--- config.mk ---
export PLATFORM = sky130hd
export DESIGN_NAME = hex_scan_driver
export DESIGN_NICKNAME = d
export VERILOG_FILES = /design/src/rtl/hex_scan_driver.sv
export SDC_FILE = /design/constraint.sdc
export NUM_CORES = 1
export LEC_CHECK = 0
export ABC_AREA = 1
export CORE_MARGIN = 4
export CORE_UTILIZATION = 29
export CTS_CLUSTER_SIZE = 8
export DETAILED_ROUTE_END_ITERATION = 7
export GPL_TIMING_DRIVEN = 0
export REMOVE_ABC_BUFFERS = 1
export SYNTH_ARGS = -nofsm -noshare
export SYNTH_HDL_FRONTEND = slang
export SYNTH_SLANG_ARGS = --single-unit
--- constraint.sdc ---
create_clock -name clk -period 6.04 [get_ports clk]
set_input_delay 0.906 -clock clk [delete_from_list [all_inputs] [get_ports clk]]
set_output_delay 0.906 -clock clk [all_outputs]
set_load 0.01 [all_outputs]
--- src/rtl/hex_scan_driver.sv ---
// Eight-digit hex scanner for a common-anode 7-segment display. A value is latched
// on a load strobe and promoted to the display only at a frame boundary.
module hex_scan_driver #(
  parameter int DIV_CYC = 50000,
  parameter int GAP_CYC = 16
) (
  input  logic        clk,
  input  logic        rst_n,
  input  logic [31:0] value,
  input  logic        load,
  input  logic        blank_lz,
  output logic [7:0]  an_n,
  output logic [6:0]  seg_n,
  output logic        upd_pending,
  output logic        frame_start
);

  localparam int MAX_CYC = (DIV_CYC > GAP_CYC) ? DIV_CYC : GAP_CYC;
  localparam int CNT_W   = (MAX_CYC > 1) ? $clog2(MAX_CYC) : 1;
  localparam logic [CNT_W-1:0] DIV_LAST = CNT_W'(DIV_CYC - 1);
  localparam logic [CNT_W-1:0] GAP_LAST = CNT_W'((GAP_CYC > 0) ? (GAP_CYC - 1) : 0);
  localparam logic HAS_GAP = (GAP_CYC > 0);

  typedef enum logic [0:0] {
    ST_DRIVE = 1'b0,
    ST_GAP   = 1'b1
  } state_e;

  // Active-low hex glyphs, segment order {g,f,e,d,c,b,a}.
  function automatic logic [6:0] hex_decode(input logic [3:0] nib);
    logic [6:0] seg;
    case (nib)
      4'h0:    seg = 7'h40;
      4'h1:    seg = 7'h79;
      4'h2:    seg = 7'h24;
      4'h3:    seg = 7'h30;
      4'h4:    seg = 7'h19;
      4'h5:    seg = 7'h12;
      4'h6:    seg = 7'h02;
      4'h7:    seg = 7'h78;
      4'h8:    seg = 7'h00;
      4'h9:    seg = 7'h10;
      4'hA:    seg = 7'h08;
      4'hB:    seg = 7'h03;
      4'hC:    seg = 7'h46;
      4'hD:    seg = 7'h21;
      4'hE:    seg = 7'h06;
      4'hF:    seg = 7'h0E;
      default: seg = 7'h7F;
    endcase
    return seg;
  endfunction

  // A digit is a leading zero when it and every digit to its left are zero.
  function automatic logic lz_blank(input logic [31:0] word, input logic [2:0] k,
                                    input logic en);
    logic blank;
    if (en && (k != 3'd0) && ((word >> {k, 2'b00}) == 32'd0)) begin
      blank = 1'b1;
    end else begin
      blank = 1'b0;
    end
    return blank;
  endfunction

  state_e           state_q, state_d;
  logic [2:0]       digit_q, digit_d;
  logic [CNT_W-1:0] cnt_q, cnt_d;
  logic             started_q, started_d;
  logic [31:0]      disp_q, disp_d;
  logic [31:0]      pend_q, pend_d;
  logic             upd_pending_q, upd_pending_d;
  logic             frame_start_q, frame_start_d;
  logic [7:0]       an_n_q, an_n_d;
  logic [6:0]       seg_n_q, seg_n_d;
  logic             enter_drive_s;
  logic             boundary_s;
  logic [3:0]       nib_s;

  // Scan sequencer: dwell counting and digit advance; started_q forces the first frame.
  always_comb begin
    state_d       = state_q;
    digit_d       = digit_q;
    cnt_d         = cnt_q + CNT_W'(1);
    started_d     = 1'b1;
    enter_drive_s = 1'b0;
    if (!started_q) begin
      state_d       = ST_DRIVE;
      digit_d       = 3'd0;
      cnt_d         = {CNT_W{1'b0}};
      enter_drive_s = 1'b1;
    end else begin
      case (state_q)
        ST_DRIVE: begin
          if (cnt_q == DIV_LAST) begin
            cnt_d = {CNT_W{1'b0}};
            if (HAS_GAP) begin
              state_d = ST_GAP;
            end else begin
              digit_d       = digit_q + 3'd1;
              enter_drive_s = 1'b1;
            end
          end else begin
            cnt_d = cnt_q + CNT_W'(1);
          end
        end
        ST_GAP: begin
          if (cnt_q == GAP_LAST) begin
            state_d       = ST_DRIVE;
            digit_d       = digit_q + 3'd1;
            cnt_d         = {CNT_W{1'b0}};
            enter_drive_s = 1'b1;
          end else begin
            cnt_d = cnt_q + CNT_W'(1);
          end
        end
        default: begin
          state_d       = ST_DRIVE;
          digit_d       = 3'd0;
          cnt_d         = {CNT_W{1'b0}};
          enter_drive_s = 1'b1;
        end
      endcase
    end
    boundary_s = enter_drive_s & (digit_d == 3'd0);
  end

  // Pending/display registers; a load on the boundary edge bypasses straight to disp.
  always_comb begin
    disp_d        = disp_q;
    pend_d        = pend_q;
    upd_pending_d = upd_pending_q;
    if (boundary_s) begin
      if (load) begin
        disp_d        = value;
        pend_d        = value;
        upd_pending_d = 1'b0;
      end else if (upd_pending_q) begin
        disp_d        = pend_q;
        upd_pending_d = 1'b0;
      end else begin
        disp_d        = disp_q;
      end
    end else if (load) begin
      pend_d        = value;
      upd_pending_d = 1'b1;
    end else begin
      pend_d        = pend_q;
    end
  end

  // Output image for the state being entered; blank_lz is sampled once per digit.
  always_comb begin
    an_n_d        = an_n_q;
    seg_n_d       = seg_n_q;
    frame_start_d = boundary_s;
    nib_s         = disp_d[{digit_d, 2'b00} +: 4];
    if (enter_drive_s) begin
      an_n_d = ~(8'b0000_0001 << digit_d);
      if (lz_blank(disp_d, digit_d, blank_lz)) begin
        seg_n_d = 7'h7F;
      end else begin
        seg_n_d = hex_decode(nib_s);
      end
    end else if (state_d == ST_GAP) begin
      an_n_d  = 8'hFF;
      seg_n_d = 7'h7F;
    end else begin
      an_n_d  = an_n_q;
    end
  end

  // State and output registers.
  always_ff @(posedge clk or negedge rst_n) begin
    if (!rst_n) begin
      state_q       <= ST_DRIVE;
      digit_q       <= 3'd0;
      cnt_q         <= {CNT_W{1'b0}};
      started_q     <= 1'b0;
      disp_q        <= 32'd0;
      pend_q        <= 32'd0;
      upd_pending_q <= 1'b0;
      frame_start_q <= 1'b0;
      an_n_q        <= 8'hFF;
      seg_n_q       <= 7'h7F;
    end else begin
      state_q       <= state_d;
      digit_q       <= digit_d;
      cnt_q         <= cnt_d;
      started_q     <= started_d;
      disp_q        <= disp_d;
      pend_q        <= pend_d;
      upd_pending_q <= upd_pending_d;
      frame_start_q <= frame_start_d;
      an_n_q        <= an_n_d;
      seg_n_q       <= seg_n_d;
    end
  end

  assign an_n        = an_n_q;
  assign seg_n       = seg_n_q;
  assign upd_pending = upd_pending_q;
  assign frame_start = frame_start_q;

endmodule

==> flow_metrics.py <==
metrics = {
    "global_routing": {
        "grt_overflow_total": 0,
        "grt_max_degree": 58,
        "grt_pass1_wl_um": 24650,
        "grt_usage_pct": 13.56,
        "grt_pass1_vias": 4955,
        "antenna_found_initial": 0,
    },
    "clock_tree": {
        "cts-root-buf": "clkbuf_16",
        "cts_hold_buf": 0,
        "cts.path.max_buffers": 2,
        "post_cts_buffers": 0,
        "cts-buffers-inserted": 9,
        "tritoncts": "done",
        "clkSlewWorstSetupHoldPaths_ns": 0.07,
        "clock_latency_ns": 0.36,
        "cts_resized": 0,
        "ctsHtreeMaxLevel": 3,
        "cts.sinks": 102,
    },
    "synth": {
        "synth-xor-area-share_pct": 0.7467,
        "synth_top_area_share_pct": 37.12,
        "yosys.area_share.adder_pct": 1.707,
        "syn_area_mm2": 0.005864,
        "yosys.area_share.simple_pct": 32.66,
        "yosysUniqueCellTypes": 42,
        "yosysTopAreaCell": "dfrtp_1",
        "synthArstFlopShare_pct": 100.0,
        "synth_mux_area_share_pct": 0,
        "ys_warn_count": 0,
        "syn_inst": 807,
        "syn_avg_cell_area_um2": 7.267,
        "synth_seq_cells": 102,
        "synth_compound_area_share_pct": 13.06,
        "ys_seq_area_share_pct": 43.84,
        "synth_top_family_by_area": "simple AND/OR/NAND/NOR gates",
        "ys.flop_type": "dfrtp_1",
        "synth-edff-count": 0,
        "synthTopCellsByArea": "dfrtp_1, nand2_1, dfstp_2",
    },
    "routing": {
        "firstDrtPassIters": 6,
        "wire_per_inst_um": 12.85,
        "drt_iter0_drc": 298,
        "wl_um": 14220,
        "avgViaCountPerCell": 4.458,
        "vias": 4935,
        "ant_nets": 0,
        "drc": 0,
    },
    "critical_path": {
        "startpoint_type": "register",
        "arrival_ns": 4.99,
        "endpoint_kind": "register",
        "cp_max_fo": 53,
        "path_class": "reg2reg",
        "required_ns": 6.32,
    },
    "place": {
        "port-buffer-count": 52,
        "postPlaceCellArea_mm2": 0.006561,
        "place_ws_ns": 0.9853,
        "dp_cells": 1091,
        "routabilityCongestion": 0.8081,
        "dp.final_hpwl_um": 9729,
    },
    "status": {
        "status": "completed",
    },
    "floorplanning": {
        "floorplan.initialDensity_pct": 29.84,
        "fp.dieW_um": 150.2,
        "die_h_um": 150.2,
        "core_area_mm2": 0.01965,
        "rows": 51,
        "io_pins": 53,
        "die_area_mm2": 0.02256,
    },
    "final_layout": {
        "drive_gt1_share_pct": 7.720,
        "antenna_cells": 0,
        "fin_cells": 1107,
        "final_area_mm2": 0.006932,
        "final_util_pct": 35.27,
        "nNetsFinal": 881,
        "area_growth_syn_to_layout_pct": 18.20,
    },
    "job": {
        "max_cap_viol_count": 0,
    },
    "timing": {
        "slew_headroom_pct": 40.28,
        "finalHoldViolCount": 0,
        "tightest_slew_ns": 0.8958,
        "setup_viol": 0,
        "rsz0062_at_grt": "no",
        "fmax_ghz": 0.2125,
        "finalCritPeriodShare_pct": 77.91,
        "setup_ws_ns": 1.334,
        "finalCriticalPeriod_ns": 4.706,
        "skew_ns": 0.007453,
        "slew_violations": 0,
    },
    "worst_hold_path": {
        "hold_class": "reg2reg",
    },
    "power": {
        "cellPowerDensity_mw_per_mm2": 261.4,
        "vdd_drop_max_mv": 0.1374,
        "finalPower_mw": 1.812,
        "p_leak_nw": 3.341,
    },
}
[logic make-up after synthesis]
| family | count (synthesis) |
|---|---|
| AND/OR/NAND/NOR | 446 |
| AO/OA/AOI/OAI | 136 |
| buffers and inverters | 109 |
| flip-flops | 102 |
| adder cells (fa/ha/maj) | 8 |
| XOR/XNOR | 5 |
| other | 1 |
[synthesized netlist by cell type (4+ instances only)]
cell      instances
a21boi_0         12
a21oi_1          38
buf_2             6
buf_6             5
clkbuf_1         21
dfrtp_1          87
dfstp_2          15
ha_1              8
inv_1            70
nand2_1         279
nand2_2           8
nand3_1          44
nand3_2           7
nand3b_1          4
nand4_1           4
nor2_1           76
nor3_1           11
o21a_1           14
o21ai_0          46
o21ai_1          18
xor2_1            4
[flip-flops by register name (all words and copies together) (netlist names)]
register,count
an_n,8
disp_q,32
seg_n,7
started_q,1
state_q,1
digit_q,3
upd_pending,1
pend_q,32
cnt_q,16
frame_start,1
[per-stage QoR]
step / hold slack (ns) / setup TNS [ns]
after global placement: 0.4448 / -12.87
after detailed placement: 0.4493 / 0
after floorplan: 0.4315 / 0
after global routing: 0.4832 / 0
final: 0.4617 / 0
after CTS: 0.4671 / 0
[worst max-delay path, cell delays in order, from the launching register on]
cell and delay, ns:
dfrtp_1 0.37, ha_1 0.21, nand3_2 0.12, nor2_4 0.21, nand3b_1 0.10, nand3_1 0.65, nand2_4 0.17, nor2_8 0.60
nand2_1 0.09, o21ai_1 0.20, o21ai_1 0.14, nand2_1 0.08, nand2_1 0.07, o21ai_1 0.31, ha_1 0.28, nand2_1 0.06
a21oi_1 0.11, o21ai_0 0.09, nand3b_1 0.20, nor2_1 0.13, nand3_2 0.20, a21oi_1 0.20
[per-layer routing]
layer / up-vias / global-route usage [%] / part of all wire (%)
met1: 2235 / 18.32 / 49
met4: 0 / 3.248 / 1.1
li1: 2628 / - / -
met5: - / 0 / 0
met3: 11 / 3.101 / 3.7
met2: 61 / 22.14 / 46
[placed cells by master, fill, tap and decap left out, types with 2 or more instances in the layout]
cell type	netlist	final
nand2_1	279	279
dfrtp_1	87	86
nor2_1	76	76
inv_1	70	69
clkdlybuf4s50_1	0	50
o21ai_0	46	46
nand3_1	44	44
a21oi_1	38	38
o21ai_1	18	18
dfstp_2	15	15
o21a_1	14	14
a21boi_0	12	12
nor3_1	11	11
clkbuf_16	0	9
nand2_2	8	8
ha_1	8	8
nand3_2	7	7
nand3b_1	4	4
nand4_1	4	4
xor2_1	4	4
bufinv_16	0	4
nand2_4	3	3
inv_2	2	3
o211ai_1	3	3
nor2_4	2	2
nor4_1	2	2
a31oi_1	2	2
buf_4	2	2
[layout make-up]
cell class | instances | area, µm²
tap | 265 | 331.6
fill | 2142 | 12720
timing repair buffer | 54 | 548.0
multi-input combinational | 596 | 2829
clock inverter | 7 | 145.1
sequential | 102 | 2572
inverter | 74 | 280.3
clock buffer | 9 | 225.2
[worst paths after layout]
kind	start	end	slack (ns)	cells after the start
worst max-delay path	cnt_q[0]$_DFF_PN0_	seg_n[0]$_DFFE_PN1P_	1.33	21
worst min-delay path	cnt_q[0]$_DFF_PN0_	cnt_q[0]$_DFF_PN0_	0.46	1
worst max register to register	cnt_q[0]$_DFF_PN0_	seg_n[0]$_DFFE_PN1P_	1.33	21
worst min register to register	cnt_q[0]$_DFF_PN0_	cnt_q[0]$_DFF_PN0_	0.46	1
max in group asynchronous	rst_n	upd_pending$_DFFE_PN0P_	4.78	2
min in group asynchronous	rst_n	cnt_q[11]$_DFF_PN0_	0.56	1
[report_power, final]
part | switching (mW) | internal [mW] | total [mW]
Combinational | 0.183 | 0.121 | 0.304
Sequential | 0.0384 | 0.748 | 0.786
Clock | 0.272 | 0.449 | 0.722
(Power assumes the default switching activity.)
